--- src/rtl/fifo_warb_pkg.sv ---
// Shared types and helpers for the asynchronous-FIFO write-side arbiter.
package fifo_warb_pkg;

    typedef enum logic {
        IDLE  = 1'b0,
        BURST = 1'b1
    } state_e;

    localparam int STALL_W = 16;
    localparam int BEAT_W  = 8;

    // Index of the set bit in a one-hot vector of up to 8 requesters; 0 when empty.
    function automatic logic [2:0] onehot2idx(input logic [7:0] oh);
        logic [2:0] idx;
        idx = '0;
        for (int i = 0; i < 8; i++) begin
            if (oh[i]) idx = 3'(i);
        end
        return idx;
    endfunction

endpackage

--- src/rtl/fifo_wr_arbiter_rr_pick.sv ---
// Combinational rotating-priority picker: first set req at or above rr_ptr, with wrap.
module rr_pick #(
    parameter int NREQ  = 4,
    parameter int IDX_W = 2
) (
    input  logic [NREQ-1:0]  req,
    input  logic [IDX_W-1:0] rr_ptr,
    output logic             valid,
    output logic [IDX_W-1:0] idx
);

    logic [IDX_W:0]   sum;
    logic [IDX_W-1:0] cand;

    // NOTE: every variable written in always_comb gets a default first, so no path can infer a latch.
    always_comb begin
        valid = 1'b0;
        idx   = '0;
        sum   = '0;
        cand  = '0;
        // Scan from the farthest offset down so the nearest set request is written last.
        for (int k = NREQ - 1; k >= 0; k--) begin
            sum = {1'b0, rr_ptr} + (IDX_W + 1)'(k);
            if (sum >= (IDX_W + 1)'(NREQ)) sum = sum - (IDX_W + 1)'(NREQ);
            cand = sum[IDX_W-1:0];
            if (req[cand]) begin
                valid = 1'b1;
                idx   = cand;
            end
        end
    end

endmodule

--- src/rtl/fifo_wr_arbiter.sv ---
// Round-robin, burst-locking scheduler for the shared FIFO write port.
// Optional full-stall statistics counter enabled by FIFO_WARB_STALL_STATS_EN.
module fifo_wr_arbiter
    import fifo_warb_pkg::*;
#(
    parameter int NREQ     = 4,
    parameter int DSIZE    = 8,
    parameter int MAXBURST = 4
) (
    input  logic                  wclk,
    input  logic                  wrst_n,
    input  logic [NREQ-1:0]       req,
    input  logic [NREQ-1:0]       last,
    input  logic [NREQ*DSIZE-1:0] wdata_in,
    input  logic                  wfull,
    output logic [NREQ-1:0]       gnt,
    output logic [NREQ-1:0]       ack,
    output logic                  winc,
    output logic [DSIZE-1:0]      wdata,
    output logic [STALL_W-1:0]    stall_cnt
);

    localparam int IDX_W = (NREQ > 1) ? $clog2(NREQ) : 1;

    state_e            state_q, state_d;
    logic [NREQ-1:0]   gnt_q, gnt_d;
    logic [IDX_W-1:0]  rr_ptr_q, rr_ptr_d;
    logic [BEAT_W-1:0] beat_cnt_q, beat_cnt_d;

    logic [IDX_W-1:0]  owner;
    logic [IDX_W-1:0]  pick_idx;
    logic              pick_valid;
    logic              own_req;
    logic              own_last;

    rr_pick #(.NREQ(NREQ), .IDX_W(IDX_W)) u_rr_pick (
        .req    (req),
        .rr_ptr (rr_ptr_q),
        .valid  (pick_valid),
        .idx    (pick_idx)
    );

    assign owner    = IDX_W'(onehot2idx(8'(gnt_q)));
    assign own_req  = req[owner];
    assign own_last = last[owner];

    // The owner slice is always selected so wdata never carries X, even when idle.
    assign wdata = wdata_in[int'(owner)*DSIZE +: DSIZE];
    assign gnt   = gnt_q;
    assign ack   = gnt_q & {NREQ{winc}};

    always_comb begin
        state_d    = state_q;
        gnt_d      = gnt_q;
        rr_ptr_d   = rr_ptr_q;
        beat_cnt_d = beat_cnt_q;
        winc       = 1'b0;
        case (state_q)
            IDLE: begin
                if (pick_valid) begin
                    state_d    = BURST;
                    gnt_d      = NREQ'(1) << pick_idx;
                    beat_cnt_d = '0;
                end
            end
            BURST: begin
                winc = own_req & ~wfull;
                if (winc) beat_cnt_d = beat_cnt_q + 1'b1;
                // An abandoned request releases even when wfull would also have blocked.
                if (!own_req || (winc && (own_last || beat_cnt_d == BEAT_W'(MAXBURST)))) begin
                    state_d    = IDLE;
                    gnt_d      = '0;
                    beat_cnt_d = '0;
                    rr_ptr_d   = (owner == IDX_W'(NREQ - 1)) ? '0 : owner + 1'b1;
                end
            end
        endcase
    end

    // NOTE: sequential state uses non-blocking assignments so every flop samples pre-edge values.
    always_ff @(posedge wclk or negedge wrst_n) begin
        if (!wrst_n) begin
            state_q    <= IDLE;
            gnt_q      <= '0;
            rr_ptr_q   <= '0;
            beat_cnt_q <= '0;
        end else begin
            state_q    <= state_d;
            gnt_q      <= gnt_d;
            rr_ptr_q   <= rr_ptr_d;
            beat_cnt_q <= beat_cnt_d;
        end
    end

`ifdef FIFO_WARB_STALL_STATS_EN
    logic [STALL_W-1:0] stall_cnt_q, stall_cnt_d;

    always_comb begin
        stall_cnt_d = stall_cnt_q;
        if (state_q == BURST && own_req && wfull && stall_cnt_q != '1)
            stall_cnt_d = stall_cnt_q + 1'b1;
    end

    always_ff @(posedge wclk or negedge wrst_n) begin
        if (!wrst_n) stall_cnt_q <= '0;
        else         stall_cnt_q <= stall_cnt_d;
    end

    assign stall_cnt = stall_cnt_q;
`else
    assign stall_cnt = '0;
`endif

endmodule

--- config.mk ---
export PLATFORM = sky130hd
export DESIGN_NAME = fifo_wr_arbiter
export DESIGN_NICKNAME = d
export VERILOG_FILES = /design/src/rtl/fifo_warb_pkg.sv /design/src/rtl/fifo_wr_arbiter_rr_pick.sv /design/src/rtl/fifo_wr_arbiter.sv
export SDC_FILE = /design/constraint.sdc
export NUM_CORES = 1
export LEC_CHECK = 0
export CAP_MARGIN = 20
export CORE_UTILIZATION = 41
export DETAILED_ROUTE_END_ITERATION = 10
export GPL_TIMING_DRIVEN = 0
export PLACE_DENSITY = 0.82
export SLEW_MARGIN = 40
export SYNTH_ARGS = -nofsm -noshare
export SYNTH_HDL_FRONTEND = slang
export SYNTH_HIERARCHICAL = 1
export SYNTH_SLANG_ARGS = --single-unit
--- constraint.sdc ---
create_clock -name wclk -period 2.9 [get_ports wclk]
set_input_delay 0.58 -clock wclk [delete_from_list [all_inputs] [get_ports wclk]]
set_output_delay 0.58 -clock wclk [all_outputs]
set_load 0.01 [all_outputs]
Word-level counts from Yosys, hierarchy flattened

Index checks and enable logic that the tools add are counted.

Add/sub/neg operators: 9
Order comparisons: 9
Equal/unequal tests: 4
Shift operators: 2
Mux-type cells: 40
Bitwise logic cells: 4
Reduce and logical (&&, ||, !) cells: 6

Operators with widths:

| kind                  | number |
|---|---|
| $mux W8               | 4 |
| $shiftx A32 B6 Y8     | 1 |
| $mux W2               | 11 |
| $pmux W8 S2           | 1 |
| $lt A2 B3 Y1 const B  | 5 |
| $mux W1               | 14 |
| $bmux W1 S2           | 6 |
| $ge A3 B3 Y1 const B  | 3 |
| $add A8 B1 Y8 const B | 1 |
| $eq A8 B3 Y1 const B  | 1 |
| $mux W4               | 2 |
| $pmux W4 S2           | 1 |
| $sub A2 B1 Y2 const B | 4 |
| $add A2 B2 Y3 const B | 2 |
| $and A4 B4 Y4         | 1 |
| $reduce_and A2 Y1     | 2 |
| $shl A1 B2 Y4 const A | 1 |
| $add A2 B1 Y3 const B | 1 |
| $ge A2 B3 Y1 const B  | 1 |
| $add A2 B1 Y2 const B | 1 |
| $eq A2 B2 Y1 const B  | 1 |
| $logic_or A1 B1 Y1    | 2 |
| $ne A2 B1 Y1 const B  | 1 |
| $ne A2 B2 Y1 const B  | 1 |
| other kinds (5)       | 6 |

Register bits after elaboration: 15
Input port bits: 43
Output and inout bits: 33
Word-level logic and storage cells: 78

Longest topological paths before layout

Depth in word-level cells: 14
Mapped depth: 7
Depth with buffers taken out: 6

Cells and area by module

The synthesis kept the hierarchy.

Modules (own cells, without submodules):

| module          | times used | cells each | area an instance (um^2) | sequential area each (um^2) |
|---|---|---|---|---|
| fifo_wr_arbiter | 1          | 189        | 1442.6                  | 375.4 |
| rr_pick         | 1          | 13         | 77.6                    | 0.0 |

Worst setup path after synthesis

Ideal clock, no wire load.

Kind: input to register
From: input req[1]
To: register gnt_q[1], in the netlist gnt[1]
Setup time: 0.133 ns
Arrival: 2.322 ns
Required time: 2.767 ns
Slack: 0.445 ns
Stages on the path: 7
Path buffers: 1
Path through: mux2_2 > o311a_4 > or4_4 > a22oi_4 > a21o_1 > buf_4 > o221ai_2

Longest elaborated chain between the ends: 11
Elaborated cells on any way between the ends: 32
Those cells by class: 3 x eq/ne; 1 x shift; 22 x mux; 1 x bitwise; 5 x reduce/logical

Ends and longest elaborated chain:

| item                          | line                  | source |
|---|---|---|
| from (decl)                   | fifo_wr_arbiter.sv:12 | `input logic [NREQ-1:0] req,` |
| $bmux W1 S2                   | fifo_wr_arbiter.sv:44 | `assign own_req = req[owner];` |
| $mux W1 (implied by the code) | fifo_wr_arbiter.sv:44 |  |
| $and A1 B1 Y1                 | fifo_wr_arbiter.sv:67 | `winc = own_req & ~wfull;` |
| $mux W8                       | fifo_wr_arbiter.sv:68 | `if (winc) beat_cnt_d = beat_cnt_q + 1'b1;` |
| $mux W8                       | fifo_wr_arbiter.sv:58 | `case (state_q)` |
| $eq A8 B3 Y1                  | fifo_wr_arbiter.sv:70 | `if (!own_req \|\| (winc && (own_last \|\| beat_cnt_d == BEAT_W'(MAXBURST)))) begin` |
| $logic_or A1 B1 Y1            | fifo_wr_arbiter.sv:70 |  |
| $logic_and A1 B1 Y1           | fifo_wr_arbiter.sv:70 |  |
| $logic_or A1 B1 Y1            | fifo_wr_arbiter.sv:70 |  |
| $ne A2 B1 Y1 (no line)        | n/a                   |  |
| $reduce_and A2 Y1 (no line)   | n/a                   |  |
| to (signal assigned)          | fifo_wr_arbiter.sv:89 | `gnt_q <= gnt_d;` |
| to (decl)                     | fifo_wr_arbiter.sv:26 | `logic [NREQ-1:0] gnt_q, gnt_d;` |

Several ways; a longest one is shown, not always the timed one. The select of a mux whose other input is x is not followed.
A chain may end at the register's enable or synchronous reset.

Worst setup path in the final report

From: input req[1]
To: output ack[2]

Longest elaborated chain between the ends: 5

Ends and longest elaborated chain:

| item                          | line                  | source |
|---|---|---|
| $bmux W1 S2                   | fifo_wr_arbiter.sv:44 |  |
| $mux W1 (implied by the code) | fifo_wr_arbiter.sv:44 |  |
| $and A1 B1 Y1                 | fifo_wr_arbiter.sv:67 |  |
| $mux W1                       | fifo_wr_arbiter.sv:58 |  |
| $and A4 B4 Y4                 | fifo_wr_arbiter.sv:50 | `assign ack = gnt_q & {NREQ{winc}};` |
| to (decl)                     | fifo_wr_arbiter.sv:17 | `output logic [NREQ-1:0] ack,` |

No other way between the ends. The select of a mux whose other input is x is not followed.

==> flow_summary.ini <==
[clocking]
ctsLongestPathBuffers = 2
cts.clk_slew.worst_paths_ps = 60
clk_latency_ps = 250
htreeDepth = 1
cts_tree = yes
cts_buffers = 3
cts-root-buf = clkbuf_8
holdBufCountCts = 0
cts.sinks = 15

[final_layout]
layout.cells.non_filler = 327
areaGrowthSynthToFinish_pct = 50.29
antenna_cells = 0
drive_gt1_frac = 0.1317
finish.utilization = 0.6638
fin_nets = 326

[synthesis]
yosys_warnings = 6
avgSynthCellArea_um2 = 7.526
synth-async-reset-ratio = 1.000
yosys.area_share.simple = 0.2568
netlist_area_um2 = 1520
synth_fa_ha_area_frac = 0.008230
synth_edf_count = 0
synth_top_family_by_area = compound AO/OA/AOI/OAI gates
synth_ff_type = dfrtp_1
synthMuxAreaShare = 0.08066
synth_xor_xnor_area_share = 0.005761
synth-compound-area-share = 0.2757
ys_ff_latch = 15
synthCells = 202
ys_seq_area_frac = 0.2469
ys_types = 48

[die]
core.rowCount = 21
ioPinCount = 76
die_w_um = 62.89
core_um2 = 3442
fp.dieH_um = 62.89
dieArea_um2 = 3955
start_util = 0.4417

[route]
drt_iter0_drc = 64
ant_nets = 0
drt_wl_total_mm = 4.422
vias = 1770
wl_per_cell_um = 13.52
drc_errors = 0
drt_pass1_iterations = 4
vias_per_cell = 5.413

[sta]
grt_setup_unrepaired = false
worstMarginPinSlew_ps = 687.1
hold_viol = 0
holdWs_ps = 558.1
relSlewSlack = 0.5405
max_freq_mhz = 360.5
maxSlewViolCount = 0
final.min_clock_period_ps = 2774
timing.final.ws_setup_ps = 125.9
fin_crit_sh = 0.9566
finalClockSkew_ps = 2.263
setup_violations = 0

[pwr]
switching_power_mw = 0.8353
powerDensity_nw_per_um2 = 798.6
irDropWorstVdd_mv = 0.3978
combPwrFrac = 0.710
p_sw_frac = 0.4578
internal-power_mw = 0.9892
power_frac_clock = 0.096
sequentialPowerShare = 0.195
p_leak_nw = 0.9846

[placed_design]
post-place-cells = 322
io_buffers = 59
gp_congestion = 0.8179
hpwl_mm = 3.423
post-place-ws_ps = -279.8

[worst_setup_path]
endpoint_kind = output pin
critPathMaxFanout = 7
required_ps = 2320
start_kind = primary input
critPathArrivalTime_ps = 2190
crit_type = primary input to output pin

[global_routing]
grt_max_degree = 16
grt_usage = 0.2287
grt_overflow = 0
grt_pass1_wl_mm = 7.348
grt_pass1_vias = 1627
antenna_found_initial = 0

[job]
cap_violations = 0

[worst_hold_path]
hold_class = flop to flop

[run_status]
status = complete, no violations
## cells in the mapped netlist (3+ instances only)
master	count	share of area
buf_4	17	0.084
nand4_1	3	0.012
nand2b_1	5	0.021
clkbuf_1	6	0.015
o22ai_1	4	0.016
dfrtp_1	15	0.25
a21oi_1	15	0.049
o21ai_1	4	0.013
mux2i_1	10	0.066
o21ai_0	14	0.046
nand2_1	24	0.059
nor2_1	22	0.054
inv_1	8	0.020
and2_1	4	0.016
o31ai_1	4	0.020
nor3_1	8	0.026
## per-stage QoR
step | power (mW) | instance area (um^2) | TNS, ps
3_5_place_dp | 1.626 | 2225 | -2729
5_1_grt | 1.966 | 2285 | 0
3_3_place_gp | 1.605 | 2225 | -2531
2_1_floorplan | 1.133 | 1577 | 0
4_1_cts | 1.800 | 2268 | 0
6_report | 1.825 | 2285 | 0
## routing by layer
layer,wire [um],track usage,up-vias
li1,-,-,861
met1,2042,0.3026,846
met2,2137,0.3952,55
met3,199,0.02737,8
met4,42,0.04651,0
met5,0,0,-
## critical path: stages
cell and delay (ps):
clkdlybuf4s50_1 460, mux2_2 320, o311a_4 360, nand2_2 130, nor3_1 60, dlygate4sd2_1 290
## layout by cell type, fill, tap and decap left out, drive strengths merged, types with 2 or more instances in the layout
master         instances
a211oi                 3
a21o                   2
a21oi                 15
a32oi                  2
and2                   4
buf                   20
clkbuf                10
clkdlybuf4s50         54
conb                  16
dfrtp                 15
dlygate4sd2            5
inv                    8
mux2                   2
mux2i                 10
nand2                 24
nand2b                 5
nand4                  3
nor2                  22
nor3                   8
o211ai                 2
o21ai                 18
o22ai                  4
o31ai                  4
or3                    2
or4                    2
## flip-flops by register name, indices dropped and copies added (netlist names)
register    flops
rr_ptr_q        2
beat_cnt_q      8
state_q         1
gnt             4
## repair_timing
| action | in CTS | in global routing |
|---|---|---|
| setup buffers | 0 | 1 |
| gates resized for setup | 8 | 7 |
| pin swaps | 0 | 1 |
| endpoints found under the setup margin | 15 | 17 |
| endpoints found under the hold margin | 0 | 0 |
## logic make-up (layout without fill, tap and decap cells)
kind of cell | Yosys count | count (layout)
xor+xnor | 1 | 1
fa+ha+maj | 1 | 1
mux | 12 | 12
simple gates | 79 | 79
flops | 15 | 15
compound gates | 60 | 60
other cells | 1 | 16
buf+inv | 33 | 97
## final timing paths
path | cells after the start | endpoint | slack (ps) | start
min reg2reg | 1 | beat_cnt_q[0] | 560 | beat_cnt_q[0]
max reg2reg | 7 | state_q | 490 | gnt[3]
max | 6 | ack[2] | 130 | req[1]
max in group asynchronous | 1 | beat_cnt_q[0] | 1720 | wrst_n
min in group asynchronous | 1 | gnt[2] | 750 | wrst_n
min | 1 | beat_cnt_q[0] | 560 | beat_cnt_q[0]
## power by group through the flow
stage	registers (mW)	logic (mW)	clock network, mW
2_1_floorplan	0.345	0.787	0
3_3_place_gp	0.351	1.25	0
3_5_place_dp	0.355	1.27	0
4_1_cts	0.352	1.27	0.176
5_1_grt	0.366	1.42	0.185
6_report	0.355	1.29	0.174
## layout make-up
cell class / instances / area [um^2]
fill: 311 / 1157
multi-input combinational: 169 / 1021
timing repair buffer: 60 / 591.8
sequential: 15 / 375.4
buffer: 25 / 163.9
tap: 46 / 57.56
clock buffer: 4 / 45.04
inverter: 8 / 30.03
(Power assumes the default switching activity.)
